**src/rtl/idss_column_feeder.sv**
```systemverilog
`default_nettype none
// ============================================================================
//  Module      : idss_column_feeder
//  Description : Front end of the 4-CSS input data shift structure (IDSS).
//                For each image column it accepts one 3-pixel column word per
//                input channel (4 channels) over a valid/ready stream. It
//                presents each word on row_1..3 and selects the target CSS
//                with LE_select. After the fourth word it issues a single
//                shift strobe. Once KERNEL_SIZE shifts have happened, it
//                flags each complete 3x3x4 window to the MAC array with a
//                valid/ready handshake. One start pulse processes one
//                3-row stripe of FEATURE_MAP_WIDTH columns.
//  Revision    : 1.0 - initial release
// ----------------------------------------------------------------------------
//  Ports
//    clk        in   1        rising-edge clock
//    arst_n_in  in   1        asynchronous reset, active low
//    start      in   1        begin a stripe (accepted in IDLE only)
//    col_valid  in   1        column word valid
//    col_ready  out  1        feeder accepts a column word (LOAD only)
//    col_data   in   3*IODW   {row3,row2,row1}; channels 0..3 per column
//    row_1..3   out  IODW     pixels to the IDSS rows (registered)
//    LE_select  out  2        CSS being loaded (registered)
//    shift      out  1        one-cycle shift strobe to all CSS
//    win_valid  out  1        IDSS holds a complete window
//    win_ready  in   1        downstream takes the window
//    busy       out  1        stripe in progress
//    done       out  1        one-cycle pulse when the stripe finishes
// ============================================================================
module idss_column_feeder #(
    parameter int IO_DATA_WIDTH     = 16,
    parameter int FEATURE_MAP_WIDTH = 1024,
    parameter int KERNEL_SIZE       = 3
) (
    input  logic                       clk,
    input  logic                       arst_n_in,
    input  logic                       start,
    input  logic                       col_valid,
    output logic                       col_ready,
    input  logic [3*IO_DATA_WIDTH-1:0] col_data,
    output logic [IO_DATA_WIDTH-1:0]   row_1,
    output logic [IO_DATA_WIDTH-1:0]   row_2,
    output logic [IO_DATA_WIDTH-1:0]   row_3,
    output logic [1:0]                 LE_select,
    output logic                       shift,
    output logic                       win_valid,
    input  logic                       win_ready,
    output logic                       busy,
    output logic                       done
);

    // ------------------------------------------------------------------------
    // Constants
    // ------------------------------------------------------------------------
    localparam int CW = (FEATURE_MAP_WIDTH > 1) ? $clog2(FEATURE_MAP_WIDTH) : 1;
    localparam int SW = $clog2(KERNEL_SIZE + 1);

    localparam logic [CW-1:0] c_LAST_COL = CW'(FEATURE_MAP_WIDTH - 1);
    localparam logic [SW-1:0] c_KERNEL   = SW'(KERNEL_SIZE);
    localparam logic [1:0]    c_LAST_CSS = 2'd3;

    // A stripe narrower than the kernel would never produce a window, and
    // DRAIN would wait forever for a transfer that cannot come.
    generate
        if (FEATURE_MAP_WIDTH < KERNEL_SIZE) begin : g_width_check
            $error("idss_column_feeder: FEATURE_MAP_WIDTH must be >= KERNEL_SIZE");
        end
    endgenerate

    // ------------------------------------------------------------------------
    // State encoding
    // ------------------------------------------------------------------------
    typedef enum logic [2:0] {
        S_IDLE   = 3'd0,
        S_LOAD   = 3'd1,
        S_SETTLE = 3'd2,
        S_SHIFT  = 3'd3,
        S_DRAIN  = 3'd4
    } state_t;

    // ------------------------------------------------------------------------
    // Registers
    // ------------------------------------------------------------------------
    state_t                   state_q;
    logic [1:0]               css_cnt_q;
    logic [CW-1:0]            col_cnt_q;
    logic [SW-1:0]            shift_cnt_q;
    logic [IO_DATA_WIDTH-1:0] row1_q;
    logic [IO_DATA_WIDTH-1:0] row2_q;
    logic [IO_DATA_WIDTH-1:0] row3_q;
    logic [1:0]               le_sel_q;
    logic                     shift_q;
    logic                     col_ready_q;
    logic                     win_valid_q;
    logic                     busy_q;
    logic                     done_q;

    // ------------------------------------------------------------------------
    // Next-state helpers
    // ------------------------------------------------------------------------
    logic [CW-1:0] col_cnt_d;
    logic [SW-1:0] shift_cnt_d;
    logic          win_xfer;
    logic          col_hs;

    always_comb begin
        col_cnt_d   = col_cnt_q + CW'(1);
        // Saturate once the kernel is full; from then on every shift
        // produces a fresh window.
        shift_cnt_d = (shift_cnt_q >= c_KERNEL) ? shift_cnt_q
                                                : shift_cnt_q + SW'(1);
    end

    assign win_xfer = win_valid_q & win_ready;
    // col_ready_q is only ever high in LOAD, so this is also a LOAD qualifier.
    assign col_hs   = col_valid & col_ready_q;

    // ------------------------------------------------------------------------
    // Control FSM with registered outputs
    // ------------------------------------------------------------------------
    always_ff @(posedge clk or negedge arst_n_in) begin
        if (!arst_n_in) begin
            state_q     <= S_IDLE;
            css_cnt_q   <= 2'd0;
            col_cnt_q   <= '0;
            shift_cnt_q <= '0;
            row1_q      <= '0;
            row2_q      <= '0;
            row3_q      <= '0;
            le_sel_q    <= 2'd0;
            shift_q     <= 1'b0;
            col_ready_q <= 1'b0;
            win_valid_q <= 1'b0;
            busy_q      <= 1'b0;
            done_q      <= 1'b0;
        end else begin
            done_q <= 1'b0;

            // A transfer retires the window in any state. A set in SHIFT is
            // written later in this block and therefore takes priority.
            if (win_xfer) begin
                win_valid_q <= 1'b0;
            end

            case (state_q)
                S_IDLE: begin
                    if (start) begin
                        busy_q      <= 1'b1;
                        css_cnt_q   <= 2'd0;
                        col_cnt_q   <= '0;
                        shift_cnt_q <= '0;
                        col_ready_q <= 1'b1;
                        state_q     <= S_LOAD;
                    end
                end

                S_LOAD: begin
                    // The selected CSS captures row_* one edge after this
                    // handshake. Without a handshake, it keeps re-capturing
                    // the same word.
                    if (col_hs) begin
                        row1_q   <= col_data[IO_DATA_WIDTH-1:0];
                        row2_q   <= col_data[2*IO_DATA_WIDTH-1:IO_DATA_WIDTH];
                        row3_q   <= col_data[3*IO_DATA_WIDTH-1:2*IO_DATA_WIDTH];
                        le_sel_q <= css_cnt_q;
                        if (css_cnt_q == c_LAST_CSS) begin
                            col_ready_q <= 1'b0;
                            state_q     <= S_SETTLE;
                        end else begin
                            css_cnt_q <= css_cnt_q + 2'd1;
                        end
                    end
                end

                S_SETTLE: begin
                    // CSS3 captures its word during this cycle. Hold here
                    // while an unconsumed window is still in the IDSS; a
                    // shift now would destroy it.
                    if (!win_valid_q || win_ready) begin
                        shift_q <= 1'b1;
                        state_q <= S_SHIFT;
                    end
                end

                S_SHIFT: begin
                    shift_q     <= 1'b0;
                    col_cnt_q   <= col_cnt_d;
                    shift_cnt_q <= shift_cnt_d;
                    if (shift_cnt_d >= c_KERNEL) begin
                        win_valid_q <= 1'b1;
                    end
                    if (col_cnt_q == c_LAST_COL) begin
                        state_q <= S_DRAIN;
                    end else begin
                        css_cnt_q   <= 2'd0;
                        col_ready_q <= 1'b1;
                        state_q     <= S_LOAD;
                    end
                end

                S_DRAIN: begin
                    // The last shift always raises win_valid, because the
                    // stripe width is at least the kernel width.
                    if (win_xfer) begin
                        done_q  <= 1'b1;
                        busy_q  <= 1'b0;
                        state_q <= S_IDLE;
                    end
                end

                default: begin
                    shift_q     <= 1'b0;
                    col_ready_q <= 1'b0;
                    busy_q      <= 1'b0;
                    state_q     <= S_IDLE;
                end
            endcase
        end
    end

    // ------------------------------------------------------------------------
    // Outputs
    // ------------------------------------------------------------------------
    assign row_1     = row1_q;
    assign row_2     = row2_q;
    assign row_3     = row3_q;
    assign LE_select = le_sel_q;
    assign shift     = shift_q;
    assign col_ready = col_ready_q;
    assign win_valid = win_valid_q;
    assign busy      = busy_q;
    assign done      = done_q;

endmodule
`default_nettype wire

```
**config.mk**
```make
export PLATFORM = sky130hd
export DESIGN_NAME = idss_column_feeder
export DESIGN_NICKNAME = d
export VERILOG_FILES = /design/src/rtl/idss_column_feeder.sv
export SDC_FILE = /design/constraint.sdc
export NUM_CORES = 1
export LEC_CHECK = 0
export BUFFER_PORTS_ARGS = -buffer_cell sky130_fd_sc_hd__buf_2
export CORE_ASPECT_RATIO = 1.5
export CORE_MARGIN = 1.5
export CORE_UTILIZATION = 55
export CTS_BUF_LIST = sky130_fd_sc_hd__clkbuf_2 sky130_fd_sc_hd__clkbuf_4 sky130_fd_sc_hd__clkbuf_8
export DETAILED_ROUTE_END_ITERATION = 8
export PLACE_DENSITY = 0.87
export SLEW_MARGIN = 15
export SYNTH_ARGS = -nofsm -noshare
export SYNTH_HDL_FRONTEND = slang
export SYNTH_SLANG_ARGS = --single-unit
```
**constraint.sdc**
```tcl
create_clock -name clk -period 3.7 [get_ports clk]
set_input_delay 0.74 -clock clk [delete_from_list [all_inputs] [get_ports clk]]
set_output_delay 0.74 -clock clk [all_outputs]
set_load 0.03 [all_outputs]
```
### Yosys cells after proc, flatten, opt, wreduce, memory -nomap -nowiden

Index checks and enable logic that the tools add are counted.

* output and inout bits: 55
* bits in registers: 72

* bitwise operators: 5
* reduce and logical (&&, ||, !) cells: 15
* equality and inequality tests: 13
* muxes and demuxes: 30
* add/subtract/negate cells: 3
* order comparisons: 2

Operator list (count)
* $pmux 10 s2: 1
* $mux 3: 6
* $pmux 3 s5: 1
* $reduce_and 5->1: 3
* $ne 2x2->1 const B: 7
* $mux 1: 11
* $add 10x1->10 const B: 1
* $eq 10x10->1 const B: 1
* $mux 10: 1
* $mux 2: 5
* $eq 3x2->1 const B: 2
* $pmux 2 s3: 1
* $reduce_and 2->1: 3
* $reduce_or 3->1: 2
* $add 2x1->2 const B: 2
* $ge 2x2->1 const B: 2
* $pmux 1 s4: 1
* $pmux 2 s2: 1
* $eq 3x1->1 const B: 1
* $eq 3x3->1 const B: 1
* $logic_not 3->1: 1
* $not 1->1: 3
* $pmux 1 s3: 1
* $reduce_and 3->1: 1
* 8 further kinds: 9

### Longest topological paths before layout

Gate-level depths: netlist (run 1).

* depth in word-level cells: 5
* gate-level depth with buffers: 6
* mapped depth without buffers: 5

### Worst setup path before layout (run 1)

No wires, ideal clock.

* path kind: input-to-reg
* start point: input port col_valid
* end point: register le_sel_q[0], in the netlist LE_select[0]
* slack: 2056 ps
* required time: 3572 ps
* stages on the path: 4
* arrival time: 1516 ps
* library setup time: 128 ps
* path through: nand2_1 -> nor2_2 -> buf_4 -> mux2_1

* longest elaborated chain between the ends: 2

RTL lines
* start: declaration: line 38 `input logic col_valid,`
* $and 1x1->1: line 116 `assign col_hs = col_valid & col_ready_q;`
* $reduce_and 2->1 (no line)
* end signal: assignment: line 165 `le_sel_q <= css_cnt_q;`
* end: declaration: line 91 `logic [1:0] le_sel_q;`

No other way between the ends.
A chain may end at the register's enable or synchronous reset.

### Worst setup path after layout (run 1)

* start point: register state_q[0]
* end point: register row1_q[2], in the netlist row_1[2]

* longest elaborated chain between the ends: 2

RTL lines
* start: declaration: line 84 `state_t state_q;`
* start signal: assignment: line 123 `state_q <= S_IDLE;`
* start signal: assignment: line 153 `state_q <= S_LOAD;`
* start signal: assignment: line 168 `state_q <= S_SETTLE;`
* $eq 3x1->1: line 145 `case (state_q)`
* $reduce_and 2->1 (no line)
* end signal: assignment: line 162 `row1_q <= col_data[IO_DATA_WIDTH-1:0];`
* end: declaration: line 88 `logic [IO_DATA_WIDTH-1:0] row1_q;`

No other way between the ends.

==> run metrics, run 1 <==
status complete, no violations; H-Tree Level Count 3; Slew Limit Fails 0; main combinational cell family by area after synthesis multiplexers; most instantiated library cell after synthesis dfrtp_1; post-route clock period utilization 0.556; nets 389; clock-pin transition on the worst setup and hold timing paths 0.07 ns; Worst Skew 0.00818 ns; ant diodes 0; Mapped Area 3000 um^2; Final min period 2.06 ns; Hold WC Path Type in2async; cell taking the most area after synthesis dfrtp_1; Slew @ Worst Pin 0.786 ns; # port buffers 107; DP Cell Count 391; post-synthesis mux area share 0.195; CTS tree done; post-synthesis compound-gate area fraction 0.0700; met2 wire len 2.99 mm; DRT met1 WL 2.30 mm; synth-to-layout area growth 26.3%; number of synthesized flops with an enable pin 0; GRT Total Usage 0.217; synth cell count leaders dfrtp_1 (72), mux2_1 (52), o21ai_0 (15); ys flop type dfrtp_1; ANT nets after route 0; Gate Count Post-Synth 224; WP data arrival 2.28 ns; CP peak stage delay 0.55 ns; Finish-stage setup viols 0; Pleak 0.00184 uW; initial antenna violation count 0; first-pass GRT wire length 9.89 mm; non-filler cells in the finished layout 407; ranking of synthesized cells by area dfrtp_1 (60%), mux2_1 (20%), o21ai_0 (2.5%), nand3_1 (1.7%), nand2_1 (1.4%); crit-path max FO 50; share of layout cells above drive strength 1 0.389; detailed-route wire length 5.78 mm; Cell variety after synth 36; CP Capture Type flip-flop; flop2flop setup slack 1.64 ns; gp weighted congestion 0.823; Crit Path Class reg2reg; syn_nets 279; vias in the first global route 2216; num ports 108; CTS root buf clkbuf_8; Met3 Routed Length 292 um; Longest Clk Path Bufs 2; Post-CTS Setup Inserts 0; CTS Sinks 72; post-CTS resize count 0; setup tns final 0 ns; die area 5920 um^2; Std-Cell Rows 32; largest net degree at the start of global routing 51; Vias/cell 5.32; syn_area_per_cell 13.4 um^2; Reg2Reg Depth 5; Yosys top cell area share 0.600; Clk Latency, worst-skew pair 0.34 ns; Post-DP HPWL 4.26 mm; Die Height 93.5 um; Yosys warnings 0; maximum vdd ir drop 0.000662 V; Initial Utilization 0.577; fraction of registers with async set/reset 1.00; max layer used met4; crit path cell chain nor2b_1, nand2_1, nor2_4, buf_4, mux2_1; clock buffer count from CTS 9; hold_buf cts 0; Die X 63.3 um; number of remaining DRC errors 0; Register Area 1800 um^2; CP required 3.92 ns; Core Box Area 5200 um^2; startpoint class of the critical path flip-flop; r2r endpoint row_1[2]$_DFFE_PN0P_; Tot Pwr 3460 uW; Fill cells 361; wire per inst 14.2 um; GRT overflow 0; Multi-input gate area 1120 um^2; Adder-Cell Fraction of Synth Area 0.00834; CP max-delay cell dfrtp_1; RSZ-0062 raised after global routing false; Final Hold Viols 0; first drt pass iteration count 4; max_slew headroom 0.476; worst r2r src state_q[0]$_DFFE_PN0P_; Power Dens Cells 912 nW/um^2; achievable frequency 486 MHz; Iteration-0 DRC Markers 87; register bit total from synthesis 72; xor and xnor area share after synthesis 0.00292; vias 2166; sequential area share after synthesis 0.600; max-cap viol count 0; Post-Synth Simple-Gate Area 0.0959
## flip-flops by register name, indices dropped and copies added, names as in the netlist
signal,cells
row_1,16
shift,1
state_q,3
col_ready,1
row_3,16
shift_cnt_q,2
busy,1
col_cnt_q,10
done,1
LE_select,2
win_valid,1
row_2,16
css_cnt_q,2
## layout by cell type (no fill, tap or decap), types with 2 or more instances in the layout
cell and n:
o21ai_1 2, o21ai_0 15, buf_2 107, nor3b_1 2
nand4_1 3, buf_4 3, nor2b_1 4, bufinv_16 2
mux2_1 52, dfrtp_1 72, nand3_1 10, and4_1 2
nand2_1 11, clkbuf_8 9, a21oi_1 6, clkbuf_4 2
ha_1 2, nor2_1 7, and3_1 3, and2_1 3
o31ai_1 3
## worst max-delay path, delay by kind of cell, from the launching register on
kind          cells  cell delay, ns
buf+inv           1            0.50
flops             1            0.55
mux               1            0.39
simple gates      3            0.47
## routing by layer
layer	up-vias	track usage
met5	-	0
met4	0	0.147
met3	14	0.0325
met2	81	0.376
met1	1046	0.244
li1	1025	-
## per-stage QoR
stage / hold WS, ns / utilization / area, um^2 / worst slack (ns)
floorplan: 0.441 / - / 3000 / 2.06
global placement: 0.462 / 0.686 / 3570 / 1.62
detailed placement: 0.471 / 0.686 / 3570 / 1.60
CTS: 0.487 / 0.728 / 3790 / 1.64
global route: 0.501 / 0.728 / 3790 / 1.46
finish: 0.480 / 0.728 / 3790 / 1.64
## area by class of cell
| type | instances | share of cell area |
|---|---|---|
| clock inverters | 5 | 0.0215 |
| multi-input cells | 140 | 0.296 |
| clock buffers | 11 | 0.0366 |
| flip-flops and latches | 72 | 0.475 |
| well taps | 68 | 0.0224 |
| repair buffers | 110 | 0.147 |
| inverters | 1 | 0.000990 |
## report_power, final
| group | leakage [uW] | internal [uW] | switching (uW) |
|---|---|---|---|
| combinational | 0.000861 | 511 | 982 |
| clock | 0.000110 | 395 | 277 |
| sequential | 0.000873 | 1120 | 179 |
| total | 0.00184 | 2020 | 1440 |
## logic make-up after synthesis
group	Yosys count
xor+xnor	1
mux	52
simple gates	51
compound gates	34
flops	72
buf+inv	12
fa+ha+maj	2
## how the worst max path moves through the flow
stage	from	to	slack [ns]	depth (start not counted)
2_1_floorplan	col_valid	LE_select[0]$_DFFE_PN0P_	2.06	4
3_3_place_gp	col_valid	row_1[1]$_DFFE_PN0P_	1.62	5
3_5_place_dp	col_valid	row_1[2]$_DFFE_PN0P_	1.60	5
4_1_cts	state_q[0]$_DFFE_PN0P_	row_1[2]$_DFFE_PN0P_	1.64	5
5_1_grt	state_q[0]$_DFFE_PN0P_	row_1[2]$_DFFE_PN0P_	1.46	5
6_report	state_q[0]$_DFFE_PN0P_	row_1[2]$_DFFE_PN0P_	1.64	5
Note: power is estimated with default switching activity, not from simulation.
==> inputs of run 2 (changes only) <==
CORE_UTILIZATION = 46   (was 55)
PLACE_DENSITY = 0.78   (was 0.87)
clock period = 1.7 ns   (was 3.7 ns; I/O delays follow)
==> run 2 against run 1 <==
  * Combinational power increased by 130%
  * Clock power increased by 120%
  * Register-to-register slack got worse by 1.5 ns
  * The flow now finishes with violations (hold timing)
  * Cell count increased by 2.7%
  * Total power increased by 120%
  * Critical path depth unchanged
  * Critical path type unchanged
  * Worst hold slack got worse by 0.48 ns
  * First-iteration DRC count increased by 15%
  * Design area increased by 2.3%
==> run metrics, run 2 (synthesized netlist as in run 1, its figures left out) <==
H-Tree Level Count 3; dpl ws 0.120 ns; CP required 1.92 ns; fin worst setup slack 0.123 ns; final instance area 3880 um^2; synth-to-layout area growth 29.2%; ANT nets after route 0; CP Capture Type flip-flop; Post-CTS Setup Inserts 0; share of layout cells above drive strength 1 0.398; num ports 108; Std-Cell Rows 35; CTS tree done; max_slew headroom 0.717; WP data arrival 1.80 ns; die area 7030 um^2; Final min period 1.58 ns; crit-path max FO 4; Iteration-0 DRC Markers 100; Worst Skew 0.00544 ns; Crit Path Class reg2reg; ant diodes 0; GRT overflow 0; post-route clock period utilization 0.927; worst hold margin -0.00457 ns; Finish-stage setup viols 0; detailed-route wire length 5.99 mm; Fill cells 514; nets 394; Longest Clk Path Bufs 2; Hold WC Path Type in2async; largest net degree at the start of global routing 73; # port buffers 107; Slew @ Worst Pin 0.413 ns; Power Dens Cells 1980 nW/um^2; hold_buf cts 0; Initial Utilization 0.483; GRT Total Usage 0.186; gp weighted congestion 0.808; Vias/cell 5.23; clock-pin transition on the worst setup and hold timing paths 0.07 ns; RSZ-0062 raised after global routing false; CTS root buf clkbuf_8; first drt pass iteration count 4; Final Hold Viols 6; post-CTS resize count 0; max-cap viol count 0; number of remaining DRC errors 0; Placed Area 3650 um^2; achievable frequency 634 MHz; Slew Limit Fails 0; first-pass GRT wire length 9.67 mm; initial antenna violation count 0; Die X 69.0 um; commonest non-fill, non-tap cells in the layout buf_2 (107), dfrtp_1 (72), mux2_1 (52); Register Area 1800 um^2; status complete, but fails checks; maximum vdd ir drop 0.000858 V; clock buffer count from CTS 9; most common cell after layout, fill and taps aside buf_2; Pleak 0.00188 uW; Core Box Area 6220 um^2; wire per inst 14.3 um; failing checks hold timing; Die Height 102 um; vias 2188; CTS Sinks 72; Clk Latency, worst-skew pair 0.34 ns; Tot Pwr 7680 uW; Multi-input gate area 1120 um^2; vias in the first global route 2184; Post-DP HPWL 4.39 mm; setup tns final 0 ns; startpoint class of the critical path flip-flop
==> run 2: report_power, final <==
| group | switching (uW) | total [uW] | internal, uW | leakage, uW |
|---|---|---|---|---|
| sequential | 344 | 2770 | 2430 | 0.000873 |
| clock | 617 | 1500 | 880 | 0.000109 |
| combinational | 2220 | 3420 | 1200 | 0.000899 |
| total | 3180 | 7680 | 4510 | 0.00188 |
==> run 2: worst max-delay path: stages (launching register included) <==
cell and delay (ns):
dfrtp_1 0.39, ha_1 0.22, and4_1 0.27, nand4_4 0.11, o2111ai_2 0.12, mux2_1 0.35
==> run 2: layout make-up <==
| type | count | share of cell area |
|---|---|---|
| Sequential cell | 72 | 0.465 |
| Multi-Input combinational cell | 140 | 0.289 |
| Timing Repair Buffer | 115 | 0.163 |
| Clock buffer | 11 | 0.0374 |
| Tap cell | 74 | 0.0239 |
| Clock inverter | 5 | 0.0206 |
| Inverter | 1 | 0.000968 |
==> run 2: per-stage QoR <==
step,util,instances,hold WS [ns]
CTS,0.624,418,0.0208
global placement,0.588,402,0.391
detailed placement,0.588,402,0.398
floorplan,-,224,0.0444
global route,0.624,418,0.0456
finish,0.624,418,-0.00457
==> run 2: worst paths after layout <==
check	from	end	slack (ns)	depth (start not counted)
setup / recovery	col_cnt_q[0]$_DFFE_PN0P_	css_cnt_q[0]$_DFFE_PN0P_	0.12	5
hold / removal	arst_n_in	row_1[11]$_DFFE_PN0P_	-0.005	2
min in group clk	col_data[25]	row_2[9]$_DFFE_PN0P_	0.21	2
hold reg to reg	row_1[4]$_DFFE_PN0P_	row_1[4]$_DFFE_PN0P_	0.48	1
setup reg to reg	col_cnt_q[0]$_DFFE_PN0P_	css_cnt_q[0]$_DFFE_PN0P_	0.12	5
max in group asynchronous	arst_n_in	LE_select[1]$_DFFE_PN0P_	1.38	2
==> run 2: per-layer routing <==
metal  GRT usage  up-vias  part of all wire
met4      0.0935        0             0.020
met1       0.204     1064              0.38
met3      0.0595       11             0.064
li1            -     1038                 -
met5           0        -                 0
met2       0.316       75              0.54
